==> src/rtl/key_debounce_pkg.sv <==
// Shared definitions for the push-button conditioning block: key channel
// indices, the per-key FSM state encoding and a counter-width helper.
package key_pkg;

  localparam int KEY_LEFT   = 0;
  localparam int KEY_RIGHT  = 1;
  localparam int KEY_ROTATE = 2;
  localparam int KEY_FALL   = 3;

  typedef enum logic [1:0] {
    KEY_RELEASED  = 2'd0,
    KEY_PRESSED   = 2'd1,
    KEY_REPEATING = 2'd2
  } key_state_e;

  // Bits needed to hold the values 0 .. n-1 (at least one bit).
  function automatic int cnt_width(input int unsigned n);
    return (n < 2) ? 1 : $clog2(n);
  endfunction

endpackage

==> src/rtl/key_debounce_if.sv <==
// Key bundle between the board buttons and the game logic.
// master: drives the raw keys; slave: the debouncer.
interface key_debounce_if #(
  parameter int NUM_KEYS = 4
);
  import key_pkg::*;

  logic [NUM_KEYS-1:0] key_in;
  logic [NUM_KEYS-1:0] key_level;
  logic [NUM_KEYS-1:0] key_press;

  modport master (output key_in, input key_level, input key_press);
  modport slave  (input key_in, output key_level, output key_press);

endinterface

==> src/rtl/key_debounce_ch.sv <==
// One key channel: 2-flop synchroniser, debounce counter, press FSM and,
// when KEY_AUTOREPEAT_EN is defined, the auto-repeat counter.
//
//  state          | meaning
//  ---------------+-----------------------------------------------------
//  KEY_RELEASED   | key released (debounced level 0)
//  KEY_PRESSED    | key held, waiting for the first repeat (or no repeat)
//  KEY_REPEATING  | key held, repeat pulses every REPEAT_PERIOD cycles
module key_debounce_ch
  import key_pkg::*;
#(
  parameter int KEY_ACTIVE_LOW  = 1,
  parameter int DEBOUNCE_CYCLES = 660000,
  parameter int REPEAT_DELAY    = 13200000,
  parameter int REPEAT_PERIOD   = 3300000
) (
  input  logic clk,
  input  logic rst_n,
  input  logic key_i,
  output logic level_o,
  output logic press_o
);

  localparam int            DW       = cnt_width(DEBOUNCE_CYCLES);
  localparam logic [DW-1:0] DMAX     = DW'(DEBOUNCE_CYCLES - 1);
  localparam logic          SYNC_RST = (KEY_ACTIVE_LOW != 0);

  localparam logic [1:0] S_RELEASED = KEY_RELEASED;
  localparam logic [1:0] S_PRESSED  = KEY_PRESSED;

  if (DEBOUNCE_CYCLES < 2 || REPEAT_PERIOD < 2 || REPEAT_DELAY < 1) begin : g_bad_param
    $error("key_debounce_ch: DEBOUNCE_CYCLES and REPEAT_PERIOD must be >= 2, REPEAT_DELAY >= 1");
  end

  logic [1:0]    sync_q;
  logic          s;
  logic [DW-1:0] dcnt_q, dcnt_d;
  logic          level_q, level_d;
  logic          press_q, press_d;
  logic [1:0]    state_q, state_d;
  logic          accept;

  // Synchroniser flops sit at the released level out of reset so no
  // phantom press is seen while the pipeline refills.
  always_ff @(posedge clk) begin
    if (!rst_n) sync_q <= {2{SYNC_RST}};
    else        sync_q <= {sync_q[0], key_i};
  end

  assign s = sync_q[1] ^ SYNC_RST;

  // Debounce: count consecutive cycles where the input disagrees with the
  // accepted level; any agreeing cycle restarts the count.
  always_comb begin
    accept  = 1'b0;
    dcnt_d  = dcnt_q;
    level_d = level_q;
    if (s == level_q) begin
      dcnt_d = '0;
    end else if (dcnt_q >= DMAX) begin
      accept  = 1'b1;
      level_d = ~level_q;
      dcnt_d  = '0;
    end else begin
      dcnt_d = dcnt_q + DW'(1);
    end
  end

`ifdef KEY_AUTOREPEAT_EN
  localparam int            RW      = cnt_width((REPEAT_DELAY > REPEAT_PERIOD) ? REPEAT_DELAY : REPEAT_PERIOD);
  localparam logic [RW-1:0] RD_MAX  = RW'(REPEAT_DELAY - 1);
  localparam logic [RW-1:0] RP_MAX  = RW'(REPEAT_PERIOD - 1);
  localparam logic [1:0]    S_REPEATING = KEY_REPEATING;

  logic [RW-1:0] rcnt_q, rcnt_d;

  // Press FSM with auto-repeat; an accepted release beats a repeat expiry.
  always_comb begin
    state_d = state_q;
    press_d = 1'b0;
    rcnt_d  = rcnt_q;
    case (state_q)
      S_RELEASED: begin
        if (accept && !level_q) begin
          state_d = S_PRESSED;
          press_d = 1'b1;
          rcnt_d  = '0;
        end
      end
      S_PRESSED: begin
        if (accept) begin
          state_d = S_RELEASED;
        end else if (rcnt_q >= RD_MAX) begin
          state_d = S_REPEATING;
          press_d = 1'b1;
          rcnt_d  = '0;
        end else begin
          rcnt_d = rcnt_q + RW'(1);
        end
      end
      S_REPEATING: begin
        if (accept) begin
          state_d = S_RELEASED;
        end else if (rcnt_q >= RP_MAX) begin
          press_d = 1'b1;
          rcnt_d  = '0;
        end else begin
          rcnt_d = rcnt_q + RW'(1);
        end
      end
      default: begin
        state_d = S_RELEASED;
        rcnt_d  = '0;
      end
    endcase
  end

  // Repeat counter register.
  always_ff @(posedge clk) begin
    if (!rst_n) rcnt_q <= '0;
    else        rcnt_q <= rcnt_d;
  end
`else
  // Press FSM without auto-repeat: one pulse per accepted press.
  always_comb begin
    state_d = state_q;
    press_d = 1'b0;
    case (state_q)
      S_RELEASED: begin
        if (accept && !level_q) begin
          state_d = S_PRESSED;
          press_d = 1'b1;
        end
      end
      S_PRESSED: begin
        if (accept) state_d = S_RELEASED;
      end
      default: state_d = S_RELEASED;
    endcase
  end
`endif

  // Channel state and registered outputs.
  always_ff @(posedge clk) begin
    if (!rst_n) begin
      dcnt_q  <= '0;
      level_q <= 1'b0;
      press_q <= 1'b0;
      state_q <= S_RELEASED;
    end else begin
      dcnt_q  <= dcnt_d;
      level_q <= level_d;
      press_q <= press_d;
      state_q <= state_d;
    end
  end

  assign level_o = level_q;
  assign press_o = press_q;

endmodule

==> src/rtl/key_debounce.sv <==
// Push-button conditioning for the tetris core: NUM_KEYS independent
// channels of synchronise + debounce + press pulse.
// Build option: define KEY_AUTOREPEAT_EN to add hold-to-repeat pulses.
module key_debounce
  import key_pkg::*;
#(
  parameter int NUM_KEYS        = 4,
  parameter int KEY_ACTIVE_LOW  = 1,
  parameter int DEBOUNCE_CYCLES = 660000,
  parameter int REPEAT_DELAY    = 13200000,
  parameter int REPEAT_PERIOD   = 3300000
) (
  input logic              clk,
  input logic              rst_n,
  key_debounce_if.slave    bus
);

  logic [NUM_KEYS-1:0] level_w;
  logic [NUM_KEYS-1:0] press_w;

  for (genvar i = 0; i < NUM_KEYS; i++) begin : g_ch
    key_debounce_ch #(
      .KEY_ACTIVE_LOW  (KEY_ACTIVE_LOW),
      .DEBOUNCE_CYCLES (DEBOUNCE_CYCLES),
      .REPEAT_DELAY    (REPEAT_DELAY),
      .REPEAT_PERIOD   (REPEAT_PERIOD)
    ) u_ch (
      .clk     (clk),
      .rst_n   (rst_n),
      .key_i   (bus.key_in[i]),
      .level_o (level_w[i]),
      .press_o (press_w[i])
    );
  end

  assign bus.key_level = level_w;
  assign bus.key_press = press_w;

endmodule

==> src/flat_wrapper.sv <==
// flat-port wrapper written by rule: the top's interface ports become plain ports
module key_debounce_flat import key_pkg::*;
#(
  parameter int NUM_KEYS        = 4,
  parameter int KEY_ACTIVE_LOW  = 1,
  parameter int DEBOUNCE_CYCLES = 660000,
  parameter int REPEAT_DELAY    = 13200000,
  parameter int REPEAT_PERIOD   = 3300000
)
  (clk, rst_n, bus_key_in, bus_key_level, bus_key_press);
  key_debounce_if #(.NUM_KEYS(NUM_KEYS)) bus_i ();
  input logic clk;
  input logic rst_n;
  input wire logic [$bits(bus_i.key_in)-1:0] bus_key_in;
  output wire logic [$bits(bus_i.key_level)-1:0] bus_key_level;
  output wire logic [$bits(bus_i.key_press)-1:0] bus_key_press;
  assign bus_i.key_in = bus_key_in;
  assign bus_key_level = bus_i.key_level;
  assign bus_key_press = bus_i.key_press;
  key_debounce #(.NUM_KEYS(NUM_KEYS), .KEY_ACTIVE_LOW(KEY_ACTIVE_LOW), .DEBOUNCE_CYCLES(DEBOUNCE_CYCLES), .REPEAT_DELAY(REPEAT_DELAY), .REPEAT_PERIOD(REPEAT_PERIOD)) u_core (.clk(clk), .rst_n(rst_n), .bus(bus_i));
endmodule
==> config.mk <==
export PLATFORM = sky130hd
export DESIGN_NAME = key_debounce_flat
export DESIGN_NICKNAME = d
export VERILOG_FILES = /design/src/rtl/key_debounce_pkg.sv /design/src/rtl/key_debounce_if.sv /design/src/rtl/key_debounce_ch.sv /design/src/rtl/key_debounce.sv /design/src/flat_wrapper.sv
export SDC_FILE = /design/constraint.sdc
export NUM_CORES = 1
export LEC_CHECK = 0
export BUFFER_PORTS_ARGS = -buffer_cell sky130_fd_sc_hd__buf_4
export CELL_PAD_IN_SITES_DETAIL_PLACEMENT = 0
export CELL_PAD_IN_SITES_GLOBAL_PLACEMENT = 1
export CORE_MARGIN = 5
export CORE_UTILIZATION = 47
export DETAILED_ROUTE_END_ITERATION = 12
export PLACE_DENSITY_LB_ADDON = 0.15
export SLEW_MARGIN = 20
export SYNTH_ARGS = -nofsm -noshare
export SYNTH_HDL_FRONTEND = slang
export SYNTH_SLANG_ARGS = --single-unit
==> constraint.sdc <==
create_clock -name clk -period 2.6 [get_ports clk]
set_clock_uncertainty 0.1 [all_clocks]
set_input_delay 0.52 -clock clk [delete_from_list [all_inputs] [get_ports clk]]
set_output_delay 0.52 -clock clk [all_outputs]
set_load 0.05 [all_outputs]
# Word-level counts from Yosys, hierarchy flattened
# Index checks and enable logic that the tools add are counted.
# Widths: inputs -> output; s select.
dict set report totals {
  input_bits 6
  out_inout_bits 8
  register_bits 104
}
dict set report op_classes {
  n_eq_ne 16
  bitwise_logic 13
  order_cmp 4
  add_sub_neg 4
  reduce_logical 28
  n_mux 24
}
# cell count
set op_table {}
lappend op_table {{$add 20x1->20 const B} 4}
lappend op_table {{$ge 20x20->1 const B} 4}
lappend op_table {{$reduce_and 2->1} 12}
lappend op_table {{$mux 2} 8}
lappend op_table {{$ne 2x2->1 const B} 8}
lappend op_table {{$pmux 2 s2} 4}
lappend op_table {{$not 1->1} 13}
lappend op_table {{$mux 1} 12}
lappend op_table {{$reduce_or 3->1} 4}
lappend op_table {{$eq 2x1->1 const B} 4}
lappend op_table {{$logic_not 2->1} 4}
lappend op_table {{$eq 1x1->1} 4}
lappend op_table {{$logic_and 1x1->1} 4}
lappend op_table {{$logic_not 1->1} 4}

# Depth between registers and ports, before layout
dict set report logic_depth {
  depth_word 6
  depth_mapped 7
  depth_no_buf 5
}

# By module
# A second synthesis with hierarchy kept.
dict set report hier_totals {
  hier_cells 528
  area_unflattened_um2 4824.6
}
# mod area_per_inst_um2 cells_per_inst instances
set modules_own_cells {}
lappend modules_own_cells {key_debounce_ch 1206.2 132 4}

# Least setup slack after synthesis
# OpenSTA, ideal clock, no wires.
dict set report synth_path {
  kind {reg-to-reg}
  start {register u_core.g_ch[1].u_ch.dcnt_q[0]}
  end {register u_core.g_ch[1].u_ch.dcnt_q[10]}
  required_time_ns 2.372
  t_arrival_ns 1.819
  path_stages_with_launch 8
  setup_slack_ns 0.553
  synth_period_minus_slack_ns 2.047
  n_path_buf 2
  path_cell_list {dfxtp_1 > ha_1 > nand4_1 > a211oi_1 > or4_1 > buf_2 > buf_1 > nor2_1}
}
dict set report synth_between {
  elab_chain_cells 2
  elab_cells_between_ends 3
  cone_classes {add/sub: 1; order compare: 1; reduce/logical: 1}
}
# item line
set synth_lines {}
lappend synth_lines {{from (decl)} key_debounce_ch.sv:37} ;# logic [DW-1:0] dcnt_q, dcnt_d;
lappend synth_lines {{from (signal assigned)} key_debounce_ch.sv:151} ;# dcnt_q <= dcnt_d;
lappend synth_lines {{$ge 20x20->1} key_debounce_ch.sv:60} ;# end else if (dcnt_q >= DMAX) begin
lappend synth_lines {{$reduce_or 3->1 (no source line)} --}
# Parallel ways exist; a longest one is shown, timed or not.
# A chain may end at the register's enable or synchronous reset.

# Worst setup path after layout
dict set report layout_path {
  start {register u_core.g_ch[0].u_ch.dcnt_q[0]}
  end {register u_core.g_ch[0].u_ch.dcnt_q[5]}
}
dict set report layout_between {
  elab_chain_cells 2
  elab_cells_between_ends 3
  cone_classes {add/sub: 1; order compare: 1; reduce/logical: 1}
}
# item line
set layout_lines {}
lappend layout_lines {{from (decl)} key_debounce_ch.sv:37}
lappend layout_lines {{from (signal assigned)} key_debounce_ch.sv:151}
lappend layout_lines {{$ge 20x20->1} key_debounce_ch.sv:60}
lappend layout_lines {{$reduce_or 3->1 (no source line)} --}
# Parallel ways exist; a longest one is shown, timed or not.

==> results.txt <==
Worst reg2reg path startpoint: u_core.g_ch[0].u_ch.dcnt_q[0]
Mapped Area: 4570 µm²
DRT Pass-1 Iters: 4
CP Capture Type: flop
Clock slew at reported path FFs: 0.10 ns
Setup Buffers After CTS: 0
Vias in the first global route: 3460
Die area: 11800 µm²
Pre-CTS worst setup slack: 0.353 ns
VDD IR max: 327 µV
Critical path class: reg2reg
Die width: 109 µm
Endpoints failing hold: 0
WP buf/inv: 0
Multi-input gate area: 2390 µm²
DP Area: 4750 µm²
Seq/Total Area, Yosys: 43.8%
Cells on worst reg2reg path: 5
Total CTS buffers: 9
Setup TNS: 0 ns
Initial antenna violation count: 0
Min-Delay Startpoint: bus_key_in[1]
Top FF cell, synth: dfxtp_1
Worst Hold End: u_core.g_ch[1].u_ch.sync_q[0]
Leak Pwr: 0.00148 µW
Total inserted antenna cells: 0
Core Area: 9640 µm²
DR WL/cell: 12.4 µm
Hpwl dp: 5.98 mm
Gr usage total: 15.8%
Reg2reg end: u_core.g_ch[0].u_ch.dcnt_q[5]
Post-CTS Resized: 0
Crit path largest cell delay: 0.59 ns
Clock tree buffer depth: 2
Sequential cell area: 2000 µm²
Rows: 36
# fillers: 967
Slowest CP cell: or4_1
Startpoint class of the critical path: flop
Vias: 3630
Final Net Count: 549
Max cap viols: 0
Warnings from Yosys: 0
Data required time of the critical path: 2.74 ns
Final min period: 2.21 ns
Mapped Cells: 532
Clk_lat worst skew: 0.37 ns
P&R area growth vs syn: 8.34%
Ys async rst share: 0%
Post-route ant nets: 0
Met1 Use GR: 19.7%
Grt met2 use: 26.1%
Largest net degree at the start of global routing: 24
CP Max Fanout: 19
Clk root buf: clkbuf_8
Final Total Pwr: 2600 µW
First-pass GRT wire length: 15.2 mm
Crit path cell chain: ha_1, nand4_1, a211oi_1, or4_1, nor2_1
Setup repair after global routing missed its margin: no
Hold Path Stages: 2
Port Buffers: 13
I/O pins: 14
Hold-fix buffers, CTS: 0
RePlAce Congestion: 0.771
Setup Viol. Count Final: 0
Syn_area_per_cell: 8.60 µm²
Worst hold-check path type: in2reg
Worst-margin pin slew: 0.604 ns
Delay-heaviest family, CP: simple AND/OR/NAND/NOR gates
Run status: completed
Slew margin rel.: 59.2%
Fmax: 452 MHz
Post-layout util: 51.4%
Synthesized flop and latch total: 100
Cell variety after synth: 47
Final WS setup: 0.386 ns
Final period util: 85.1%
Initial Utilization: 47.4%
Power per cell area: 526 nW/µm²
Die Height: 109 µm
GRT overflow: 0
Net count after synthesis: 542
Initial drt markers: 98
Total clock sinks: 100
H-tree depth: 3
Met3 Use GR: 5.45%
EDFF count, synth: 0
Grt peak-use layer: met2
Share of cells above drive strength 1: 7.54%
# DRC: 0
Post-route cell area: 4950 µm²
Final wirelength: 8.42 mm
WP data arrival: 2.36 ns
R2R Setup Slk: 0.39 ns
Avg Vias per Cell: 5.36
Final Slew Violations: 0
CTS tree: done
==> area by class of cell <==
class / instances / area share [%]
Clock buffer: 9 / 2.50
Sequential cell: 100 / 40.4
Multi-Input combinational cell: 393 / 48.3
Tap cell: 133 / 3.36
Inverter: 18 / 1.36
Clock inverter: 7 / 1.54
Timing Repair Buffer: 17 / 2.58
==> Yosys cell counts, drive strengths merged (3+ instances only) <==
master  number  area, µm²
nor4        16        100
nor2b        8       50.1
and4         4       35.0
nor3        20        100
o31ai        5       37.5
mux2i        4       40.0
nand3       24        120
a21oi       25        125
xor2        14        123
nand2b      13       81.3
o21ai       25        125
nor2        65        244
ha           4       50.1
buf         12       78.8
or4         13        101
dfxtp      100       2000
clkbuf       9       33.8
and3         7       43.8
a211oi       4       35.0
o21a         3       22.5
inv         18       67.6
a31oi        4       25.0
or3         21        135
nand2       32        120
nand4       21        138
xnor2       37        324
==> worst register-to-register path, cell delays in order (launching register included) <==
cell	delay [ns]
dfxtp_1	0.40
ha_1	0.23
nand4_1	0.25
a211oi_1	0.42
or4_1	0.59
nor2_1	0.11
==> placed cells by master (no fill, tap or decap), types with 3 or more instances in the layout <==
master / n
clkbuf_8: 9
xnor2_1: 37
o31ai_1: 5
inv_1: 18
or3_1: 18
a31oi_1: 4
o21a_1: 3
o21ai_0: 25
mux2i_1: 4
xor2_1: 14
ha_1: 4
nor2_1: 65
nor4_1: 16
or4_1: 12
a211oi_1: 3
dfxtp_1: 100
and3_1: 7
buf_4: 17
a21oi_1: 25
and4_1: 4
nand3_1: 24
nand4_1: 20
or3_2: 3
nor3_1: 20
nor2b_1: 8
nand2_1: 32
nand2b_1: 13
==> cells by family after synthesis <==
kind of cell | share of synthesized area [%]
XOR/XNOR | 9.77
buffers and inverters | 3.94
AND/OR/NAND/NOR | 30.3
AO/OA/AOI/OAI | 10.2
adder cells (fa/ha/maj) | 1.09
flip-flops | 43.8
multiplexers | 0.876
==> registers in the layout (all words and copies together), names as in the netlist <==
signal and count:
u_core.g_ch.u_ch.sync_q 8, u_core.g_ch.u_ch.press_o 4, u_core.g_ch.u_ch.level_o 4, u_core.g_ch.u_ch.dcnt_q 80, u_core.g_ch.u_ch.state_q 4
==> routing by layer <==
layer,part of all wire (%),vias to the layer above
li1,-,1906
met4,0.89,0
met3,4.0,8
met1,49,1676
met5,0,-
met2,46,40
==> worst max-delay path by stage <==
stage	startpoint	endpoint	slack (ns)	cells after the start
global placement	u_core.g_ch[3].u_ch.dcnt_q[6]	u_core.g_ch[3].u_ch.dcnt_q[2]	0.43	5
floorplan	u_core.g_ch[1].u_ch.dcnt_q[0]	u_core.g_ch[1].u_ch.dcnt_q[10]	0.55	7
detailed placement	u_core.g_ch[0].u_ch.dcnt_q[0]	u_core.g_ch[0].u_ch.dcnt_q[4]	0.35	5
CTS	u_core.g_ch[0].u_ch.dcnt_q[0]	u_core.g_ch[0].u_ch.dcnt_q[5]	0.34	5
finish	u_core.g_ch[0].u_ch.dcnt_q[0]	u_core.g_ch[0].u_ch.dcnt_q[5]	0.39	5
global route	u_core.g_ch[0].u_ch.dcnt_q[0]	u_core.g_ch[0].u_ch.dcnt_q[5]	0.09	5
==> per-stage QoR <==
step | hold WS [ns] | std cells
after floorplan | 0.286 | 532
after global placement | 0.289 | 661
after detailed placement | 0.297 | 661
after CTS | 0.183 | 677
after global routing | 0.189 | 677
final | 0.222 | 677
==> report_power, final <==
part	switching [µW]	leakage (µW)	internal, µW
clock network	559	0.0000958	450
logic	24.3	0.000576	18.9
registers	9.38	0.000808	1540
total	593	0.00148	2010
(Power assumes the default switching activity.)
